<file path="config.mk">
export PLATFORM = sky130hd
export DESIGN_NAME = riscv_multicycle_control
export DESIGN_NICKNAME = d
export VERILOG_FILES = /design/src/rtl/riscv_multicycle_control.sv
export SDC_FILE = /design/constraint.sdc
export NUM_CORES = 1
export LEC_CHECK = 0
export CORE_MARGIN = 2
export CORE_UTILIZATION = 43
export CTS_BUF_LIST = sky130_fd_sc_hd__clkbuf_4
export DETAILED_ROUTE_END_ITERATION = 6
export GPL_ROUTABILITY_DRIVEN = 0
export HOLD_SLACK_MARGIN = 0.12
export PLACE_DENSITY_LB_ADDON = 0.15
export SETUP_SLACK_MARGIN = 0.4
export SLEW_MARGIN = 20
export SYNTH_ARGS = -nofsm -noshare
export SYNTH_HDL_FRONTEND = slang
export SYNTH_SLANG_ARGS = --single-unit
</file>
<file path="constraint.sdc">
create_clock -name clk -period 4.2 [get_ports clk]
set_clock_uncertainty 0.15 [all_clocks]
set_input_delay 0.42 -clock clk [delete_from_list [all_inputs] [get_ports clk]]
set_output_delay 0.42 -clock clk [all_outputs]
set_load 0.005 [all_outputs]
</file>
<file path="src/rtl/riscv_multicycle_control.sv">
// Multicycle RISC-V control unit: IF/ID/EX/MEM/WB sequencing for R-type,
// I-ALU, lw, sw and beq, with a data-memory wait timeout into a sticky ERR.
// All control outputs decode combinationally from the state register and
// the (held-stable) instruction word.
module riscv_multicycle_control #(
  parameter int TIMEOUT_CYCLES = 15
) (
  input  logic        clk,
  input  logic        rst,
  input  logic [31:0] instruction,
  input  logic        Zero,
  input  logic        dReady,
  output logic        PCSrc,
  output logic        ALUSrc,
  output logic        RegWrite,
  output logic        MemtoReg,
  output logic        loadPC,
  output logic [3:0]  ALUCtrl,
  output logic        MemRead,
  output logic        MemWrite,
  output logic [2:0]  state,
  output logic        error
);

  typedef enum logic [2:0] {
    S_IF  = 3'd0,
    S_ID  = 3'd1,
    S_EX  = 3'd2,
    S_MEM = 3'd3,
    S_WB  = 3'd4,
    S_ERR = 3'd7
  } state_t;

  localparam logic [6:0] OP_R  = 7'b0110011;
  localparam logic [6:0] OP_I  = 7'b0010011;
  localparam logic [6:0] OP_LD = 7'b0000011;
  localparam logic [6:0] OP_ST = 7'b0100011;
  localparam logic [6:0] OP_BR = 7'b1100011;

  localparam logic [3:0] ALU_AND = 4'b0000;
  localparam logic [3:0] ALU_OR  = 4'b0001;
  localparam logic [3:0] ALU_ADD = 4'b0010;
  localparam logic [3:0] ALU_SUB = 4'b0110;
  localparam logic [3:0] ALU_SLT = 4'b0111;
  localparam logic [3:0] ALU_XOR = 4'b1101;

  localparam logic [7:0] TO_LIM = 8'(TIMEOUT_CYCLES);
  localparam bit         TO_EN  = (TIMEOUT_CYCLES > 0);

  state_t     state_q, state_d;
  logic [7:0] wcnt_q, wcnt_d;

  logic [6:0] opcode;
  logic [2:0] funct3;
  logic [6:0] funct7;
  logic       unused_bits;

  assign opcode      = instruction[6:0];
  assign funct3      = instruction[14:12];
  assign funct7      = instruction[31:25];
  assign unused_bits = ^{instruction[24:15], instruction[11:7]};

  logic       f3_ok;
  logic [3:0] f3_alu;
  logic       legal, is_alu, is_ld, is_st, is_br, alusrc_dec;
  logic [3:0] alu_dec;

  // funct3 operation table shared by R-type and I-ALU
  always_comb begin
    f3_ok  = 1'b1;
    f3_alu = ALU_ADD;
    case (funct3)
      3'b000:  f3_alu = ALU_ADD;
      3'b111:  f3_alu = ALU_AND;
      3'b110:  f3_alu = ALU_OR;
      3'b100:  f3_alu = ALU_XOR;
      3'b010:  f3_alu = ALU_SLT;
      default: f3_ok  = 1'b0;
    endcase
  end

  // instruction class, legality, ALU operation and operand select
  always_comb begin
    legal      = 1'b0;
    is_alu     = 1'b0;
    is_ld      = 1'b0;
    is_st      = 1'b0;
    is_br      = 1'b0;
    alusrc_dec = 1'b0;
    alu_dec    = ALU_ADD;
    case (opcode)
      OP_R: begin
        is_alu  = 1'b1;
        // only funct7=0000000, plus 0100000 for sub, are defined
        legal   = f3_ok && ((funct7 == 7'b0000000) ||
                            (funct7 == 7'b0100000 && funct3 == 3'b000));
        alu_dec = (funct3 == 3'b000 && funct7[5]) ? ALU_SUB : f3_alu;
      end
      OP_I: begin
        is_alu     = 1'b1;
        legal      = f3_ok;
        alu_dec    = f3_alu;
        alusrc_dec = 1'b1;
      end
      OP_LD: begin
        is_ld      = 1'b1;
        legal      = (funct3 == 3'b010);
        alusrc_dec = 1'b1;
      end
      OP_ST: begin
        is_st      = 1'b1;
        legal      = (funct3 == 3'b010);
        alusrc_dec = 1'b1;
      end
      OP_BR: begin
        is_br   = 1'b1;
        legal   = (funct3 == 3'b000);
        alu_dec = ALU_SUB;
      end
      default: legal = 1'b0;
    endcase
  end

  // next-state and memory wait counter
  always_comb begin
    state_d = state_q;
    wcnt_d  = wcnt_q;
    case (state_q)
      S_IF: state_d = S_ID;
      S_ID: state_d = legal ? S_EX : S_ERR;
      S_EX: begin
        wcnt_d = '0;
        if (is_alu)              state_d = S_WB;
        else if (is_ld || is_st) state_d = S_MEM;
        else if (is_br)          state_d = S_IF;
        else                     state_d = S_ERR;
      end
      S_MEM: begin
        if (dReady) begin
          wcnt_d  = '0;
          state_d = is_ld ? S_WB : S_IF;
        end else begin
          if (!TO_EN || wcnt_q == TO_LIM) wcnt_d = wcnt_q;
          else                            wcnt_d = wcnt_q + 8'd1;
          if (TO_EN && wcnt_d == TO_LIM)  state_d = S_ERR;
        end
      end
      S_WB:    state_d = S_IF;
      S_ERR:   state_d = S_ERR;
      default: state_d = S_ERR;
    endcase
  end

  // control outputs decoded from state and instruction
  always_comb begin
    PCSrc    = 1'b0;
    ALUSrc   = 1'b0;
    RegWrite = 1'b0;
    MemtoReg = 1'b0;
    loadPC   = 1'b0;
    ALUCtrl  = 4'b0000;
    MemRead  = 1'b0;
    MemWrite = 1'b0;
    state    = state_q;
    error    = (state_q == S_ERR);
    case (state_q)
      S_EX: begin
        ALUCtrl = alu_dec;
        ALUSrc  = alusrc_dec;
        if (is_br) begin
          loadPC = 1'b1;
          PCSrc  = Zero;
        end
      end
      S_MEM: begin
        ALUCtrl  = alu_dec;
        ALUSrc   = alusrc_dec;
        MemRead  = is_ld;
        MemWrite = is_st;
        loadPC   = is_st & dReady;
      end
      S_WB: begin
        ALUCtrl  = alu_dec;
        ALUSrc   = alusrc_dec;
        RegWrite = 1'b1;
        MemtoReg = is_ld;
        loadPC   = 1'b1;
      end
      default: ;
    endcase
  end

  // state and wait counter registers, asynchronously cleared by rst
  always_ff @(posedge clk or posedge rst) begin
    if (rst) begin
      state_q <= S_IF;
      wcnt_q  <= '0;
    end else begin
      state_q <= state_d;
      wcnt_q  <= wcnt_d;
    end
  end

endmodule

</file>
==> results of run 1 <==
-- final cells by class --
type	instances	area, sq um	share of cell area, %
tap	28	35.0	2.58
inverter	5	18.8	1.38
timing repair buffer	35	350	25.8
clock buffer	4	30.0	2.21
sequential	11	275	20.2
multi-input combinational	102	651	47.8
-- state kept, by name, summed over array words and instances (netlist names) --
name / flops
state: 3
wcnt_q: 8
-- how the worst max path moves through the flow --
stage,startpoint,end,depth (start not counted)
after floorplan,instruction[2],ALUCtrl[3],4
final,state[1],ALUCtrl[3],6
after global placement,instruction[1],ALUCtrl[3],6
after detailed placement,instruction[2],ALUCtrl[3],6
after global routing,state[1],ALUCtrl[3],6
after CTS,instruction[2],ALUCtrl[3],6
-- per-stage QoR --
stage / hold WS [ns] / utilization [%] / power [mW]
3_3_place_gp: 0.384 / 61.9 / 0.438
2_1_floorplan: 0.122 / - / 0.320
3_5_place_dp: 0.404 / 61.9 / 0.445
5_1_grt: 0.335 / 63.3 / 0.569
6_report: 0.289 / 63.3 / 0.526
4_1_cts: 0.315 / 63.3 / 0.526
-- synthesized netlist by cell type, types with 2 or more instances --
cell type  number
a211oi_1        2
a21oi_1         3
a22o_1          2
a31oi_1         2
and3_1          5
and3b_1         2
buf_2           2
dfrtp_1        11
inv_1           5
nand2_1        19
nand2b_1        2
nand3_1         2
nor2_1          8
nor3_1          5
nor3b_2         2
o21ai_0        18
xor2_1          2
-- where the power goes --
part	internal, mW	switching, mW	total, mW
Sequential	0.128	0.0448	0.173
Clock	0.0433	0.0375	0.0808
Combinational	0.137	0.135	0.272
-- worst max-delay path, delay by kind of cell (launching register included) --
kind,cells,cell delay (ns)
simple gates,4,1.19
buf+inv,2,0.65
flops,1,0.47
-- kinds of logic (layout without fill, tap and decap cells) --
logic type	after synthesis	count (layout)	synth area share, %
compound gates	39	39	26.1
xor+xnor	3	3	2.75
fa+ha+maj	1	1	1.31
buf+inv	7	44	3.01
flops	11	11	28.8
mux	1	1	1.05
simple gates	58	58	37.0
-- layer usage --
layer / routed length (um) / global-route usage [%] / vias up
met5: 0 / 0 / -
met4: 29 / 6.76 / 0
met3: 110 / 2.63 / 4
met2: 1260 / 37.7 / 34
met1: 1200 / 25.8 / 507
li1: - / - / 523
==> out/metrics.yaml, run 1 <==
status: "finished, final reports clean"
synth_nets: 157
rows: 17
path_class: "reg2out"
final_common_cell: "clkdlybuf4s50_1"
hold_viol_final: 0
drt_wl_total_mm: 2.59
finalSetupTns_ns: 0
powerDensity_nw_per_um2: 387
io_buffer_count: 35
gr-usage-all-layers_pct: 21.0
worst_pin_slew_ns: 0.728
drv_cap: 0
dr.pass1.iters: 4
synth_edf_count: 0
drive_gt1_share_pct: 8.28
htree_levels: 1
clk_latency_ns: 0.27
ys_seq_elements: 11
drtAntennaViolNets: 0
timing.rr.start: "state[2]"
synthArstFlopShare_pct: 100
cts_buffer_depth: 2
post-route-worst-setup-slack_ns: 1.05
die-area_sq_um: 2610
clock-sinks: 11
worst-r2r-cell-count: 5
end_kind: "primary output"
yosys.area.top_type: "dfrtp_1"
start_kind: "flop"
peakVddDrop_uv: 240
synth_top_cell_area_share_pct: 28.8
max_freq_ghz: 0.317
grt_overflow: 0
fin_area_sq_um: 1360
coreArea_sq_um: 2150
crit_arrival_ns: 2.58
grt_pass1_vias: 1025
cts_root_buf: "clkbuf_4"
synth_cell_types: 45
setup_viol: 0
cts_hold_buf: 0
grt_pass1_wl_mm: 4.26
routedWlPerCell_um: 14.0
pin_count: 51
drt_drc_violations_left: 0
worst_path_max_delay_cell: "nor2_1"
crit_chain: "inv_1 -> nor2_1 -> nor2_4 -> or3_4 -> nor3b_2 -> clkdlybuf4s50_1"
synth_ff_type: "dfrtp_1"
fin_crit_ns: 3.15
hpwl_mm: 1.95
p_leak_nw: 0.534
num_vias: 1068
postCtsSetupBuffers: 0
layout_common_cells: "clkdlybuf4s50_1 (35), nand2_1 (19), o21ai_0 (18)"
fin_crit_sh_pct: 75.0
r2r-end: "state[2]"
syn2layout_area_growth_pct: 42.5
crit_path_max_fanout: 8
cts_resized: 0
netlist_area_sq_um: 955
slew_headroom_pct: 51.3
place_inst: 181
yosys-top-cells-area: "dfrtp_1 (29%), o21ai_0 (9.4%), nand2_1 (7.5%)"
drt_iter0_drc: 20
grt_max_degree: 12
syn_inst: 120
die_h_um: 51.1
ff2ff_setup_slack_ns: 2.24
avgSynthCellArea_sq_um: 7.96
yosysWarnings: 0
final_cells: 185
placed_area_sq_um: 1330
clk_pin_slew_ns: 0.08
slew_viol_final: 0
n_antenna_cell: 0
viasPerCell: 5.77
rsz0062_at_grt: "false"
slowest_delay_ns: 0.56
required_ns: 3.63
nets: 195
cts_tree: "done"
fp.dieW_um: 51.1
nFillCells: 197
pre_cts_ws_ns: 1.05
min_path_type: "in2async"
ys_seq_area_share_pct: 28.8
numCtsBuffers: 3
start_util_pct: 44.4
antenna_found_initial: 0
No activity file was read; power rests on OpenSTA's default activity.
==> inputs of run 2 (changes only) <==
--- a/config.mk
+++ b/config.mk
@@ -6,7 +6,7 @@
 export NUM_CORES = 1
 export LEC_CHECK = 0
 export CORE_MARGIN = 2
-export CORE_UTILIZATION = 43
+export CORE_UTILIZATION = 36
 export CTS_BUF_LIST = sky130_fd_sc_hd__clkbuf_4
 export DETAILED_ROUTE_END_ITERATION = 6
 export GPL_ROUTABILITY_DRIVEN = 0
==> constraint.sdc (replaced) <==
create_clock -name clk -period 2.6 [get_ports clk]
set_clock_uncertainty 0.15 [all_clocks]
set_input_delay 0.26 -clock clk [delete_from_list [all_inputs] [get_ports clk]]
set_output_delay 0.26 -clock clk [all_outputs]
set_load 0.005 [all_outputs]
==> out/metrics.yaml, run 2 (synthesis gave the netlist of run 1 again) <==
post-route-util_pct: 61.5  # -1.8 points
coreArea_sq_um: 2500  # +16%
cts_tree: "done"
grtUsageMet2_pct: 34.4  # -3.3 points
crit_path_max_fanout: 2  # -6
grt_overflow: 0  # unchanged
hold_viol_final: 0  # unchanged
end_kind: "primary output"
pwr-share-comb_pct: 58.6  # +6.9 points
multi_input_area_sq_um: 699  # +7.5%
start_util_pct: 38.2  # -6.2 points
switching_power_mw: 0.396  # +82%
fp.dieW_um: 55.5  # +8.6%
status: "finished, final reports clean"
numCtsBuffers: 3  # unchanged
die-area_sq_um: 3080  # +18%
hpwl_mm: 2.11  # +8.1%
fin_area_sq_um: 1540  # +13%
largest_reg_flops: 8  # unchanged
num_vias: 1185  # +11%
clk_latency_ns: 0.27  # about the same
io_buffer_count: 35  # unchanged
grt_pass1_vias: 1153  # +12%
internal_power_mw: 0.562  # +82%
slew_headroom_pct: 66.8  # +15 points
syn2layout_area_growth_pct: 60.9
placed_area_sq_um: 1420  # +6.4%
start_kind: "input pin"
setup_viol: 0  # unchanged
cts_hold_buf: 0  # unchanged
grt-busiest-layer: "met2"
grt_max_degree: 12  # unchanged
n_antenna_cell: 0  # unchanged
layout_common_cells: "nand2_1 (19), o21ai_0 (18), clkdlybuf4s50_1 (18)"
worst_pin_slew_ns: 0.497  # -0.231 ns
final_common_cell: "nand2_1"
drt_wl_total_mm: 3.04  # +17%
pwr-share-seq_pct: 27.7  # -5.2 points
path_class: "in2out"
rows: 18  # +1
powerDensity_nw_per_um2: 624  # +61%
finalSetupTns_ns: 0  # unchanged
grt.met1_usage_pct: 25.0  # -0.86 points
cts_root_buf: "clkbuf_4"
cts_buffer_depth: 2  # unchanged
slew_viol_final: 0  # unchanged
pin_count: 51  # unchanged
htree_levels: 1  # unchanged
post-route-worst-setup-slack_ns: 0.392  # -0.658 ns
top_register: "wcnt_q"
drtAntennaViolNets: 0  # unchanged
drt_iter0_drc: 18  # -10%
drt_drc_violations_left: 0  # unchanged
crit_arrival_ns: 1.80  # -0.78 ns
rsz0062_at_grt: "true"
nets: 215  # +10%
die_h_um: 55.5  # +8.6%
met3_usage_pct: 2.81  # +0.18 points
clock-sinks: 11  # unchanged
swShare_pct: 41.3  # +0.067 points
min_path_type: "in2async"
grt_pass1_wl_mm: 5.08  # +19%
drv_cap: 0  # unchanged
peakVddDrop_uv: 369  # +54%
required_ns: 2.19  # -1.44 ns
pre_cts_ws_ns: -0.157  # -1.20 ns
clk_pin_slew_ns: 0.08  # about the same
dr.pass1.iters: 4  # unchanged
viasPerCell: 5.72  # -0.84%
clkPwrFrac_pct: 13.7  # -1.7 points
nFillCells: 226  # +15%
regArea_sq_um: 278  # +0.91%
routedWlPerCell_um: 14.7  # +4.8%
antenna_found_initial: 0  # unchanged
p_leak_nw: 0.697  # +31%
fin_crit_sh_pct: 84.9
fin_crit_ns: 2.21
gr-usage-all-layers_pct: 20.7  # -0.34 points
drive_gt1_share_pct: 27.1  # +19 points
max_freq_ghz: 0.453
==> run 2: routing by layer <==
layer,vias to the layer above,share of wire [%]
met5,-,0
met1,575,42
li1,565,-
met2,36,51
met4,0,3.2
met3,9,4.1
==> run 2: worst max-delay path, cell delays in order <==
cell	delay [ns]
dlygate4sd2_1	0.23
nand4bb_4	0.24
or3b_4	0.42
or3_4	0.35
nor3b_2	0.18
clkbuf_2	0.13
==> run 2: worst paths after layout <==
check	endpoint	slack, ns	depth (start not counted)	from
setup / recovery	ALUCtrl[3]	0.39	6	instruction[3]
hold / removal	wcnt_q[2]	0.13	2	rst
setup reg to reg	state[2]	0.63	6	wcnt_q[0]
hold reg to reg	wcnt_q[7]	0.41	1	wcnt_q[7]
max in group asynchronous	state[1]	1.83	2	rst
min in group clk	wcnt_q[7]	0.41	1	wcnt_q[7]
==> run 2: through the flow <==
step	total power, mW	instances	hold WS (ns)
after global routing	1.03	207	0.171
final	0.958	207	0.133
after CTS	0.932	206	0.141
after global placement	0.750	194	0.379
after floorplan	0.517	120	-0.0376
after detailed placement	0.757	194	0.401
==> run 2: power by group through the flow <==
stage          Clock (mW)  Sequential, mW  Combinational, mW
4_1_cts             0.133           0.259              0.540
3_5_place_dp            0           0.263              0.495
6_report            0.131           0.265              0.562
3_3_place_gp            0           0.262              0.488
2_1_floorplan           0           0.254              0.263
5_1_grt             0.145           0.270              0.616
==> run 2: layout make-up <==
class	count	share of cell area (%)
Timing Repair Buffer	55	30.8
Tap cell	30	2.44
Sequential cell	11	18.1
Clock buffer	4	1.95
Inverter	5	1.22
Multi-Input combinational cell	102	45.5
==> run 2: what timing repair did <==
| action | in CTS | in global routing |
|---|---|---|
| pin swaps | 8 | 3 |
| cloned | 0 | 0 |
| gates resized for setup | 35 | 14 |
| buffers inserted | 8 | 1 |
| setup endpoints to repair | 11 | 8 |
==> inputs of run 3 (changes only) <==
--- a/config.mk
+++ b/config.mk
@@ -6,7 +6,7 @@
 export NUM_CORES = 1
 export LEC_CHECK = 0
 export CORE_MARGIN = 2
-export CORE_UTILIZATION = 36
+export CORE_UTILIZATION = 40
 export CTS_BUF_LIST = sky130_fd_sc_hd__clkbuf_4
 export DETAILED_ROUTE_END_ITERATION = 6
 export GPL_ROUTABILITY_DRIVEN = 0
==> constraint.sdc (replaced) <==
create_clock -name clk -period 2.08 [get_ports clk]
set_clock_uncertainty 0.15 [all_clocks]
set_input_delay 0.208 -clock clk [delete_from_list [all_inputs] [get_ports clk]]
set_output_delay 0.208 -clock clk [all_outputs]
set_load 0.005 [all_outputs]
==> out/metrics.yaml, run 3 (synthesis gave the netlist of run 1 again) <==
slew_headroom_pct: 71.0  # +4.2 points
start_kind: "flop"
htree_levels: 1  # unchanged
rsz0062_at_grt: "true"
n_antenna_cell: 0  # unchanged
setup_viol: 5  # +5
clk_latency_ns: 0.27  # about the same
syn2layout_area_growth_pct: 97.2
clock-sinks: 11  # unchanged
nets: 241  # +12%
largest_reg_flops: 8  # unchanged
cts_buffer_depth: 2  # unchanged
die-area_sq_um: 2790  # -9.3%
grt_overflow: 0  # unchanged
max_freq_ghz: 0.460
drv_cap: 0  # unchanged
min_path_type: "reg2reg"
nFillCells: 137  # -39%
required_ns: 1.72  # -0.47 ns
pin_count: 51  # unchanged
crit_arrival_ns: 1.81  # about the same
grt_max_degree: 12  # unchanged
viasPerCell: 5.98  # +4.4%
final_cells: 231  # +12%
hold_viol_final: 0  # unchanged
drt_iter0_drc: 44  # +26
numCtsBuffers: 3  # unchanged
worst_pin_slew_ns: 0.434  # -0.0621 ns
gr-usage-all-layers_pct: 29.0  # +8.3 points
top_register: "wcnt_q"
drt_wl_total_mm: 4.50  # +48%
cts_tree: "done"
dr.pass1.iters: 6  # +2
grt_pass1_vias: 1330  # +15%
start_util_pct: 42.7  # +4.6 points
cts_root_buf: "clkbuf_4"
total_power_mw: 1.70  # +77%
crit_path_max_fanout: 4  # +2
end_kind: "primary output"
drive_gt1_share_pct: 51.7  # +25 points
post-route-worst-setup-slack_ns: -0.0918  # -0.484 ns
powerDensity_nw_per_um2: 902  # +45%
antenna_found_initial: 0  # unchanged
hpwl_mm: 2.35  # +11%
fin_crit_ns: 2.17
rows: 17  # -1
routedWlPerCell_um: 19.5  # +33%
violations: "negative setup slack"
slew_viol_final: 0  # unchanged
place_inst: 202  # +4.1%
layout_common_cells: "buf_4 (30), nand2_1 (17), buf_6 (16)"
io_buffer_count: 35  # unchanged
placed_area_sq_um: 1500  # +5.8%
finalSetupTns_ns: -0.282  # -0.282 ns
fp.dieW_um: 52.9  # -4.8%
path_class: "reg2out"
final_common_cell: "buf_4"
hold-worst-slack_ns: 0.415  # +0.283 ns
peakVddDrop_uv: 659  # +78%
drtAntennaViolNets: 0  # unchanged
die_h_um: 52.9  # -4.8%
fin_crit_sh_pct: 104
clk_pin_slew_ns: 0.07  # about the same
coreArea_sq_um: 2230  # -11%
status: "finished, violations left"
grt_pass1_wl_mm: 5.91  # +16%
fin_area_sq_um: 1880  # +23%
num_vias: 1381  # +17%
drt_drc_violations_left: 0  # unchanged
p_leak_nw: 0.843  # +21%
## run 3: cell types whose count changed in the layout (fill, tap and decap cells not counted), sizes merged
cell,change
buf,+35
clkbuf,-2
dlymetal6s2s,+1
dlygate4sd2,-4
clkdlybuf4s50,-5
dlygate4sd3,+1
## run 3: cell type report
cell class | instances | area, sq um | area share [%]
clock buffer | 4 | 30.0 | 1.59
timing repair buffer | 81 | 689 | 36.6
sequential | 11 | 279 | 14.8
multi-input combinational | 102 | 828 | 44.0
inverter | 5 | 21.3 | 1.13
tap | 28 | 35.0 | 1.86
## run 3: worst max-delay path: stages (launching register included)
cell and delay (ns):
dfrtp_2 0.45, or2_4 0.27, nor2_4 0.13, nor2_4 0.05
or3_4 0.34, nor3b_2 0.17, buf_2 0.13
## run 3: power by group
group,internal (mW),switching (mW),leakage [nW]
Sequential,0.265,0.0637,0.138
Combinational,0.633,0.570,0.686
Clock,0.0874,0.0793,0.0184
Total,0.986,0.713,0.843
## run 3: path summary, 6_finish.rpt
check	cells after the start	startpoint	slack, ns	to
worst max-delay path	6	state[1]	-0.09	ALUCtrl[3]
worst min-delay path	1	wcnt_q[7]	0.42	wcnt_q[7]
worst max register to register	10	state[0]	0.07	state[2]
worst min register to register	1	wcnt_q[7]	0.42	wcnt_q[7]
min in group asynchronous	3	rst	0.65	wcnt_q[2]
max in group asynchronous	3	rst	0.80	state[1]
## run 3: layer usage
layer  track usage (%)  part of all wire (%)
met5                 0                     0
met4              16.7                   5.0
met3              2.82                   5.6
met2              51.5                    49
met1              33.4                    40
## run 3: what timing repair did
action / 4_1_cts / 5_1_grt
setup endpoints to repair: 18 / 22
gates resized for setup: 85 / 46
buffers inserted: 16 / 8
endpoints found under the hold margin: 11 / 0
hold buffers: 1 / 0
pin swaps: 14 / 12
## run 3: stage by stage
stage / setup slack [ns] / util (%)
2_1_floorplan: 0.241 / -
3_3_place_gp: -0.542 / 67.1
3_5_place_dp: -0.553 / 67.1
4_1_cts: -0.0352 / 78.3
5_1_grt: -0.161 / 84.3
6_report: -0.0918 / 84.3
